[src/rtl/bin2bcd_seq_pkg.sv]
// Shared types and constants for the sequential binary-to-BCD converter.
package bin2bcd_seq_pkg;

    localparam int unsigned BCD_MAX_8 = 99_999_999;
    localparam int unsigned DIGIT_W   = 4;
    localparam int unsigned HEX_W     = 7;

    typedef enum logic [1:0] {
        ST_IDLE  = 2'd0,
        ST_SHIFT = 2'd1,
        ST_DONE  = 2'd2
    } state_t;

    // Widen a BCD digit to a hex line; an overflowed value saturates to 9.
    function automatic logic [HEX_W-1:0] digit_to_hex(
        input logic [DIGIT_W-1:0] digit,
        input logic               force_nine
    );
        if (force_nine) begin
            return HEX_W'(9);
        end
        return {{(HEX_W-DIGIT_W){1'b0}}, digit};
    endfunction

endpackage

[src/rtl/bin2bcd_seq_add3.sv]
// Double-dabble digit correction: add 3 to a BCD digit that is 5 or more.
module bcd_add3
    import bin2bcd_seq_pkg::*;
(
    input  logic [DIGIT_W-1:0] digit,
    output logic [DIGIT_W-1:0] adjusted_c
);

    always_comb begin
        adjusted_c = digit;
        if (digit >= DIGIT_W'(5)) begin
            adjusted_c = DIGIT_W'(digit + DIGIT_W'(3));
        end
    end

endmodule

[src/rtl/bin2bcd_seq.sv]
// Sequential double-dabble binary-to-BCD converter, one input bit per clock,
// with a start/busy/done handshake and digits held between conversions.
module bin2bcd_seq
    import bin2bcd_seq_pkg::*;
#(
    parameter int unsigned BIN_W      = 27,
    parameter int unsigned NUM_DIGITS = 8
) (
    input  logic             i_clk,
    input  logic             i_rst,
    input  logic             i_start,
    input  logic [BIN_W-1:0] i_bin,
    output logic             o_busy,
    output logic             o_done,
    output logic             o_ovf,
    output logic [HEX_W-1:0] o_hex0,
    output logic [HEX_W-1:0] o_hex1,
    output logic [HEX_W-1:0] o_hex2,
    output logic [HEX_W-1:0] o_hex3,
    output logic [HEX_W-1:0] o_hex4,
    output logic [HEX_W-1:0] o_hex5,
    output logic [HEX_W-1:0] o_hex6,
    output logic [HEX_W-1:0] o_hex7
);

    localparam int unsigned SCR_W = DIGIT_W * NUM_DIGITS;
    localparam int unsigned CNT_W = $clog2(BIN_W + 1);

    state_t             state;
    logic [BIN_W-1:0]   shreg;
    logic [SCR_W-1:0]   scratch;
    logic [SCR_W-1:0]   adj_c;
    logic [SCR_W-1:0]   scratch_next_c;
    logic [CNT_W-1:0]   cnt;
    logic               ovf_pend;
    logic [HEX_W-1:0]   hex_q [NUM_DIGITS];

    // Per-digit add-3 correction ahead of each shift.
    for (genvar g = 0; g < NUM_DIGITS; g++) begin : g_add3
        bcd_add3 u_add3 (
            .digit      (scratch[g*DIGIT_W +: DIGIT_W]),
            .adjusted_c (adj_c[g*DIGIT_W +: DIGIT_W])
        );
    end

    // The MSB of the binary shift register enters the ones digit.
    assign scratch_next_c = {adj_c[SCR_W-2:0], shreg[BIN_W-1]};

    // FSM, counter, scratch and output registers.
    always_ff @(posedge i_clk) begin
        if (i_rst) begin
            state    <= ST_IDLE;
            shreg    <= '0;
            scratch  <= '0;
            cnt      <= '0;
            ovf_pend <= 1'b0;
            o_busy   <= 1'b0;
            o_done   <= 1'b0;
            o_ovf    <= 1'b0;
            for (int d = 0; d < NUM_DIGITS; d++) begin
                hex_q[d] <= '0;
            end
        end else begin
            case (state)
                ST_IDLE: begin
                    o_done <= 1'b0;
                    if (i_start) begin
                        shreg    <= i_bin;
                        scratch  <= '0;
                        cnt      <= CNT_W'(BIN_W);
                        ovf_pend <= (32'(i_bin) > BCD_MAX_8);
                        o_busy   <= 1'b1;
                        state    <= ST_SHIFT;
                    end
                end

                ST_SHIFT: begin
                    scratch <= scratch_next_c;
                    shreg   <= {shreg[BIN_W-2:0], 1'b0};
                    cnt     <= cnt - CNT_W'(1);
                    // Last shift: publish the final digits on the same edge.
                    if (cnt == CNT_W'(1)) begin
                        state  <= ST_DONE;
                        o_done <= 1'b1;
                        o_ovf  <= ovf_pend;
                        for (int d = 0; d < NUM_DIGITS; d++) begin
                            hex_q[d] <= digit_to_hex(
                                scratch_next_c[d*DIGIT_W +: DIGIT_W], ovf_pend);
                        end
                    end
                end

                ST_DONE: begin
                    o_done <= 1'b0;
                    o_busy <= 1'b0;
                    state  <= ST_IDLE;
                end

                default: begin
                    state <= ST_IDLE;
                end
            endcase
        end
    end

    assign o_hex0 = hex_q[0];
    assign o_hex1 = hex_q[1];
    assign o_hex2 = hex_q[2];
    assign o_hex3 = hex_q[3];
    assign o_hex4 = hex_q[4];
    assign o_hex5 = hex_q[5];
    assign o_hex6 = hex_q[6];
    assign o_hex7 = hex_q[7];

endmodule

[config.mk]
export PLATFORM = sky130hd
export DESIGN_NAME = bin2bcd_seq
export DESIGN_NICKNAME = d
export VERILOG_FILES = /design/src/rtl/bin2bcd_seq_pkg.sv /design/src/rtl/bin2bcd_seq_add3.sv /design/src/rtl/bin2bcd_seq.sv
export SDC_FILE = /design/constraint.sdc
export NUM_CORES = 1
export LEC_CHECK = 0
export BUFFER_PORTS_ARGS = -buffer_cell sky130_fd_sc_hd__buf_4
export CORE_MARGIN = 3
export CORE_UTILIZATION = 60
export DETAILED_ROUTE_END_ITERATION = 8
export PLACE_DENSITY = 0.93
export SLEW_MARGIN = 30
export SYNTH_ARGS = -nofsm -noshare
export SYNTH_HDL_FRONTEND = slang
export SYNTH_SLANG_ARGS = --single-unit
[constraint.sdc]
create_clock -name i_clk -period 3.57 [get_ports i_clk]
set_input_delay 0.714 -clock i_clk [delete_from_list [all_inputs] [get_ports i_clk]]
set_output_delay 0.714 -clock i_clk [all_outputs]
set_load 0.02 [all_outputs]
==> impl_metrics.env, run 1 <==
export IMPL_ys_types=45
export IMPL_num_rows=33
export IMPL_yosysTopAreaCell="dfxtp_1"
export IMPL_cts_hold_buf=0
export IMPL_final_util_pct=70.1
export IMPL_synth_top_family_by_area="simple AND/OR/NAND/NOR gates"
export IMPL_core_area_um2=8260
export IMPL_htree_levels=3
export IMPL_rsz0062_at_grt="false"
export IMPL_yosys_most_used_dff="dfxtp_1"
export IMPL_drc=0
export IMPL_clkTransAtPathRegs_ns=0.09
export IMPL_crit_type="flip-flop to flip-flop"
export IMPL_dpl_cell_area_um2=5580
export IMPL_die_h_um=98.7
export IMPL_gp_congestion=0.823
export IMPL_synth_seq_cells=102
export IMPL_syn_area_per_cell_um2=8.99
export IMPL_grt_pass1_vias=4092
export IMPL_diodes=0
export IMPL_cts_buffers=9
export IMPL_dieArea_um2=9730
export IMPL_die_width_um=98.7
export IMPL_cts_buffer_depth=2
export IMPL_grt_overflow=0
export IMPL_hold_viol=0
export IMPL_ys_top_cells_by_area="dfxtp_1 (27%), edfxtp_1 (19%), nor2_1 (7.4%)"
export IMPL_worstReg2RegStart="state[1]$_SDFFE_PP0P_"
export IMPL_yosysMostFrequentCell="nor2_1"
export IMPL_setup_ws_ns=1.35
export IMPL_drv_slew=0
export IMPL_clk_latency_ns=0.36
export IMPL_ioPinCount=89
export IMPL_final_nets=668
export IMPL_start_kind="flip-flop"
export IMPL_r2r_slack_ns=1.35
export IMPL_fin_crit_sh_pct=62.3
export IMPL_cts_tree="built"
export IMPL_reg2reg_depth=4
export IMPL_fin_area_um2=5790
export IMPL_ir_drop_uv=279
export IMPL_grt_util_all_layers_pct=23.6
export IMPL_hp_start="scratch[21]$_SDFFE_PP0P_"
export IMPL_worstPathMaxFanout=32
export IMPL_synth_compound_area_share_pct=15.3
export IMPL_powerDensity_nw_per_um2=413
export IMPL_clock_sinks=102
export IMPL_vias_per_cell=5.96
export IMPL_place_hpwl_um=7700
export IMPL_cts_resized=0
export IMPL_netlist_area_um2=5150
export IMPL_grt_start_max_net_pins=49
export IMPL_hp_class="flip-flop to flip-flop"
export IMPL_syn_inst=573
export IMPL_synth_commonest_cells="nor2_1 (101), dfxtp_1 (70), nor3_1 (48)"
export IMPL_num_vias=4353
export IMPL_maxCapViolCount=0
export IMPL_hold_slack_ns=0.489
export IMPL_crit_required_ns=3.59
export IMPL_synth_edf_count=32
export IMPL_min_period_ns=2.22
export IMPL_yosys_warnings=0
export IMPL_setup_viol=0
export IMPL_crit_path_start="state[1]$_SDFFE_PP0P_"
export IMPL_initial_core_util_pct=62.4
export IMPL_synthAdderAreaFrac_pct=4.37
export IMPL_slew_headroom_pct=49.2
export IMPL_synthMuxAreaShare_pct=2.26
export IMPL_post_cts_setup_buffers=0
export IMPL_cp_endpoint="hex_q[1][7]$_SDFFCE_PN0P_"
export IMPL_antenna_found_initial=0
export IMPL_synth_top_area_share_pct=27.2
export IMPL_seq_area_frac_synth_pct=45.9
export IMPL_synthToLayoutAreaGrowth_pct=12.4
export IMPL_wl_per_cell_um=15.8
export IMPL_drt_total_wl_um=11600
export IMPL_fmax_mhz=450
export IMPL_final_setup_tns_ns=0
export IMPL_r2r_end="hex_q[1][7]$_SDFFCE_PN0P_"
export IMPL_skew_ns=0.0109
export IMPL_drt_pass1_iter_count=5
export IMPL_crit_arrival_ns=2.25
export IMPL_drtAntennaViolNets=0
export IMPL_dr_first_iter_drc_count=396
export IMPL_drive_gt1_share_pct=18.6
export IMPL_synth_xor_area_share_pct=1.36
export IMPL_synthSimpleGateAreaFrac_pct=22.8
export IMPL_cp_end_kind="flip-flop"
export IMPL_n_fill_cell=619
export IMPL_cts_root_buf="clkbuf_8"
export IMPL_pre_cts_ws_ns=1.38
export IMPL_numPortBuffers=64
export IMPL_worstMarginPinSlew_ns=0.757
export IMPL_async_flop_share_pct=0
export IMPL_leakagePower_nw=2.32
export IMPL_outcome="complete, no violations"
export IMPL_grt_pass1_wl_um=18900
flip-flops by register name, indices dropped and copies added, names as in the netlist:
signal    flops
state         2
scratch      32
cnt           5
o_ovf         1
o_done        1
ovf_pend      1
o_busy        1
hex_q        32
shreg        27
kinds of logic after synthesis:
group / after synthesis
and+or+nand+nor: 234
muxes: 11
adders and majority gates: 18
AOI/OAI and AO/OA: 118
DFF: 102
other: 1
buffers and inverters: 81
xor gates and xnor gates: 8
worst min-delay path by stage:
stage	endpoint	slack (ns)	cells after the start
floorplan	scratch[29]$_SDFFE_PP0P_	0.43	1
global placement	scratch[29]$_SDFFE_PP0P_	0.45	1
detailed placement	scratch[29]$_SDFFE_PP0P_	0.46	1
CTS	scratch[29]$_SDFFE_PP0P_	0.48	1
global route	scratch[29]$_SDFFE_PP0P_	0.50	1
finish	scratch[21]$_SDFFE_PP0P_	0.49	1
placed cells by master, fill, tap and decap left out, drive strengths merged, types with 4 or more instances in the layout:
cell,netlist,final
a21oi,44,44
a22o,8,8
a2bb2oi,26,26
and2,8,8
buf,34,72
clkbuf,25,9
clkinv,1,4
conb,1,24
dfxtp,70,70
edfxtp,32,32
ha,18,18
inv,21,23
mux2,5,5
mux2i,6,6
nand2,12,12
nand2b,12,12
nand3,9,9
nor2,107,107
nor3,48,48
nor3b,8,8
nor4b,7,7
o21ai,23,23
o2bb2ai,7,7
or3b,8,8
xnor2,8,8
power breakdown:
| part | internal, mW | total, mW | switching [mW] |
|---|---|---|---|
| Combinational | 0.138 | 0.352 | 0.213 |
| Clock | 0.335 | 0.751 | 0.416 |
| Sequential | 1.25 | 1.29 | 0.0347 |
worst max-delay path: stages, from the launching register on:
cell,delay [ns]
dfxtp_1,0.50
buf_4,0.30
or4b_4,0.59
nand2b_1,0.11
buf_4,0.37
layout make-up:
type | count | area, um^2 | share of cell area, %
repair buffers | 72 | 541 | 9.34
clock inverters | 7 | 82.6 | 1.43
clock buffers | 9 | 124 | 2.14
well taps | 105 | 131 | 2.27
flip-flops and latches | 102 | 2360 | 40.8
inverters | 22 | 82.6 | 1.43
multi-input cells | 413 | 2460 | 42.6
metrics by stage:
step | instances | total power, mW
2_1_floorplan | 596 | 1.57
3_3_place_gp | 714 | 1.64
3_5_place_dp | 714 | 1.66
4_1_cts | 730 | 2.39
5_1_grt | 730 | 2.48
6_report | 730 | 2.39
per-layer routing:
metal / global-route usage [%] / routed length (um)
met4: 10.2 / 307
met3: 3.61 / 799
met5: 0 / 0
met1: 29.7 / 4650
met2: 40.3 / 5820
(Power assumes the default switching activity.)
==> inputs of run 2 (changes only) <==
--- a/config.mk
+++ b/config.mk
@@ -5,11 +5,12 @@
 export SDC_FILE = /design/constraint.sdc
 export NUM_CORES = 1
 export LEC_CHECK = 0
+export ABC_AREA = 1
 export BUFFER_PORTS_ARGS = -buffer_cell sky130_fd_sc_hd__buf_4
 export CORE_MARGIN = 3
-export CORE_UTILIZATION = 60
+export CORE_UTILIZATION = 51
 export DETAILED_ROUTE_END_ITERATION = 8
-export PLACE_DENSITY = 0.93
+export PLACE_DENSITY = 0.84
 export SLEW_MARGIN = 30
 export SYNTH_ARGS = -nofsm -noshare
 export SYNTH_HDL_FRONTEND = slang
==> constraint.sdc (replaced) <==
create_clock -name i_clk -period 1.9 [get_ports i_clk]
set_input_delay 0.38 -clock i_clk [delete_from_list [all_inputs] [get_ports i_clk]]
set_output_delay 0.38 -clock i_clk [all_outputs]
set_load 0.02 [all_outputs]
==> run 2 against run 1 <==
  * Register-to-register slack got worse by 1.2 ns
  * Design area rose by 4.4%
  * Synthesized area rose by 1.9%
  * Clock power rose by 94%
  * Clock skew barely moved
  * Routed wire length fell by 2.3%
  * Non-clock buffer count rose by 6
  * Clock-buffer cell count rose by 1
  * Sequential share of layout area fell by 1.7 points
  * Core utilization fell by 9.1 points
  * Maximum frequency rose by 26%
  * First-iteration DRC count fell by 40%
  * Critical path type unchanged
  * Largest power group unchanged
==> impl_metrics.env, run 2 <==
export IMPL_skew_ns=0.0104
export IMPL_stdcell_count=872
export IMPL_seq_area_frac_synth_pct=45.0
export IMPL_drt_total_wl_um=11300
export IMPL_slew_headroom_pct=63.7
export IMPL_drv_slew=0
export IMPL_internal_power_mw=3.31
export IMPL_num_rows=36
export IMPL_crit_path_start="scratch[0]$_SDFFE_PP0P_"
export IMPL_min_period_ns=1.77
export IMPL_clkTransAtPathRegs_ns=0.09
export IMPL_yosys_most_used_dff="dfxtp_1"
export IMPL_final_cell_mix="nand2_1 (166), inv_1 (100), buf_4 (75), dfxtp_1 (70), nor2_1 (63)"
export IMPL_cp_endpoint="scratch[2]$_SDFFE_PP0P_"
export IMPL_num_vias=4426
export IMPL_grt_pass1_wl_um=18900
export IMPL_n_fill_cell=867
export IMPL_comb_power_share_pct=14.6
export IMPL_place_hpwl_um=8260
export IMPL_pwr_share_clk_pct=32.4
export IMPL_worstPathMaxFanout=5
export IMPL_worstReg2RegStart="scratch[0]$_SDFFE_PP0P_"
export IMPL_ys_top_cells_by_area="dfxtp_1 (27%), edfxtp_1 (18%), nand2_1 (12%)"
export IMPL_ir_drop_uv=450
export IMPL_synth_commonest_cells="nand2_1 (167), inv_1 (100), dfxtp_1 (70)"
export IMPL_yosys_warnings=0
export IMPL_worstMarginPinSlew_ns=0.543
export IMPL_vias_per_cell=5.08
export IMPL_synth_seq_cells=102
export IMPL_cts_root_buf="clkbuf_8"
export IMPL_hold_viol=0
export IMPL_yosysTopAreaCell="dfxtp_1"
export IMPL_p_switching_mw=1.20
export IMPL_syn_area_per_cell_um2=7.81
export IMPL_outcome="complete, no violations"
export IMPL_cts_resized=0
export IMPL_ys_types=36
export IMPL_drive_gt1_share_pct=16.4
export IMPL_syn_inst=672
export IMPL_clk_latency_ns=0.36
export IMPL_final_setup_tns_ns=0
export IMPL_die_h_um=107
export IMPL_grt_pass1_vias=4216
export IMPL_final_common_cell="nand2_1"
export IMPL_synthToLayoutAreaGrowth_pct=15.0
export IMPL_netlist_area_um2=5250
export IMPL_numPortBuffers=64
export IMPL_crit_required_ns=2.14
export IMPL_synth_edf_count=32
export IMPL_reg2reg_depth=11
export IMPL_antenna_found_initial=0
export IMPL_dr_first_iter_drc_count=236
export IMPL_wl_per_cell_um=13.0
export IMPL_r2r_end="scratch[2]$_SDFFE_PP0P_"
export IMPL_final_nets=782
export IMPL_rsz0062_at_grt="false"
export IMPL_grt_util_all_layers_pct=20.3
export IMPL_gp_congestion=0.807
export IMPL_crit_arrival_ns=2.01
export IMPL_r2r_slack_ns=0.13
export IMPL_cts_hold_buf=0
export IMPL_leakagePower_nw=2.70
export IMPL_initial_core_util_pct=53.0
export IMPL_maxCapViolCount=0
export IMPL_diodes=0
export IMPL_top_regs="hex_q (32), scratch (32), shreg (27)"
export IMPL_dieArea_um2=11500
export IMPL_die_width_um=107
export IMPL_cts_tree="built"
export IMPL_core_area_um2=9910
export IMPL_yosysMostFrequentCell="nand2_1"
export IMPL_setup_viol=0
export IMPL_htree_levels=3
export IMPL_drt_pass1_iter_count=5
export IMPL_drc=0
export IMPL_grt_overflow=0
export IMPL_hp_class="input pin to flip-flop"
export IMPL_drtAntennaViolNets=0
export IMPL_cts_buffers=9
export IMPL_power_frac_seq_pct=53.0
export IMPL_grt_start_max_net_pins=39
export IMPL_fin_crit_sh_pct=93.1
export IMPL_cp_end_kind="flip-flop"
export IMPL_fmax_mhz=565
export IMPL_crit_type="flip-flop to flip-flop"
export IMPL_clock_sinks=102
export IMPL_ioPinCount=89
export IMPL_powerDensity_nw_per_um2=747
export IMPL_synth_top_area_share_pct=26.7
export IMPL_dp_cells=856
export IMPL_start_kind="flip-flop"
export IMPL_cts_buffer_depth=2
export IMPL_sw_frac_of_total_pct=26.6
export IMPL_async_flop_share_pct=0
export IMPL_whs_path_depth=3
export IMPL_post_cts_setup_buffers=0
run 2: cell count changes after synthesis, sizes merged, moves of 9 or more:
cell,change
nor2,-31
clkbuf,-14
nand2b,-12
o21ai,+11
a2bb2oi,-26
o22ai,+9
inv,+81
a22oi,+19
nor3,-46
nand2,+157
run 2: power groups by stage:
stage          Combinational, mW  Sequential, mW  Clock (mW)
2_1_floorplan              0.415            2.48           0
3_3_place_gp               0.638            2.44           0
3_5_place_dp               0.653            2.44           0
4_1_cts                    0.655            2.39        1.49
5_1_grt                    0.726            2.40        1.56
6_report                   0.658            2.39        1.46
run 2: routing by layer:
metal,vias to the layer above,global-route usage (%),part of all wire [%]
li1,2205,-,-
met1,2022,24.2,41
met2,180,36.9,51
met3,19,4.14,7.3
met4,0,5.77,1.5
met5,-,0,0
run 2: area by class of cell:
class	instances	area (um^2)	share of cell area, %
Clock buffer	10	128	2.11
Timing Repair Buffer	78	623	10.3
Multi-Input combinational cell	440	2290	37.9
Tap cell	133	166	2.75
Clock inverter	6	86.3	1.43
Inverter	103	387	6.40
Sequential cell	102	2360	39.1
run 2: kinds of logic after synthesis:
logic type | after synthesis | synth area share [%]
DFF | 102 | 45.0
AOI/OAI and AO/OA | 128 | 14.3
other | 1 | 0.0714
and+or+nand+nor | 262 | 21.8
adders and majority gates | 18 | 4.29
buffers and inverters | 153 | 13.2
xor gates and xnor gates | 8 | 1.33
run 2: metrics by stage:
stage | utilization, % | hold WS, ns | instance area [um^2] | worst slack [ns] | total power [mW]
3_3_place_gp | 58.8 | 0.448 | 5830 | 0.263 | 3.08
6_report | 61.0 | 0.298 | 6040 | 0.131 | 4.51
2_1_floorplan | - | 0.440 | 5340 | 0.165 | 2.89
4_1_cts | 61.0 | 0.276 | 6040 | 0.174 | 4.54
3_5_place_dp | 58.8 | 0.452 | 5830 | 0.224 | 3.09
5_1_grt | 61.0 | 0.296 | 6040 | 0.0196 | 4.69
run 2: worst max-delay path, stage by stage (launching register included):
cell     delay, ns
dfxtp_1       0.43
inv_1         0.08
ha_1          0.21
nor2_1        0.18
inv_1         0.06
nand2_1       0.14
nand2_1       0.06
o21ai_0       0.12
buf_4         0.18
o22ai_1       0.06
inv_1         0.08
nor2_1        0.04
run 2: how the worst min path moves through the flow:
| stage | from | endpoint | slack, ns |
|---|---|---|---|
| floorplan | scratch[23]$_SDFFE_PP0P_ | scratch[23]$_SDFFE_PP0P_ | 0.44 |
| global placement | shreg[26]$_SDFFE_PP0P_ | scratch[0]$_SDFFE_PP0P_ | 0.45 |
| detailed placement | scratch[23]$_SDFFE_PP0P_ | scratch[23]$_SDFFE_PP0P_ | 0.45 |
| CTS | i_bin[0] | shreg[0]$_SDFFE_PP0P_ | 0.28 |
| global route | i_rst | scratch[12]$_SDFFE_PP0P_ | 0.30 |
| finish | i_bin[0] | shreg[0]$_SDFFE_PP0P_ | 0.30 |
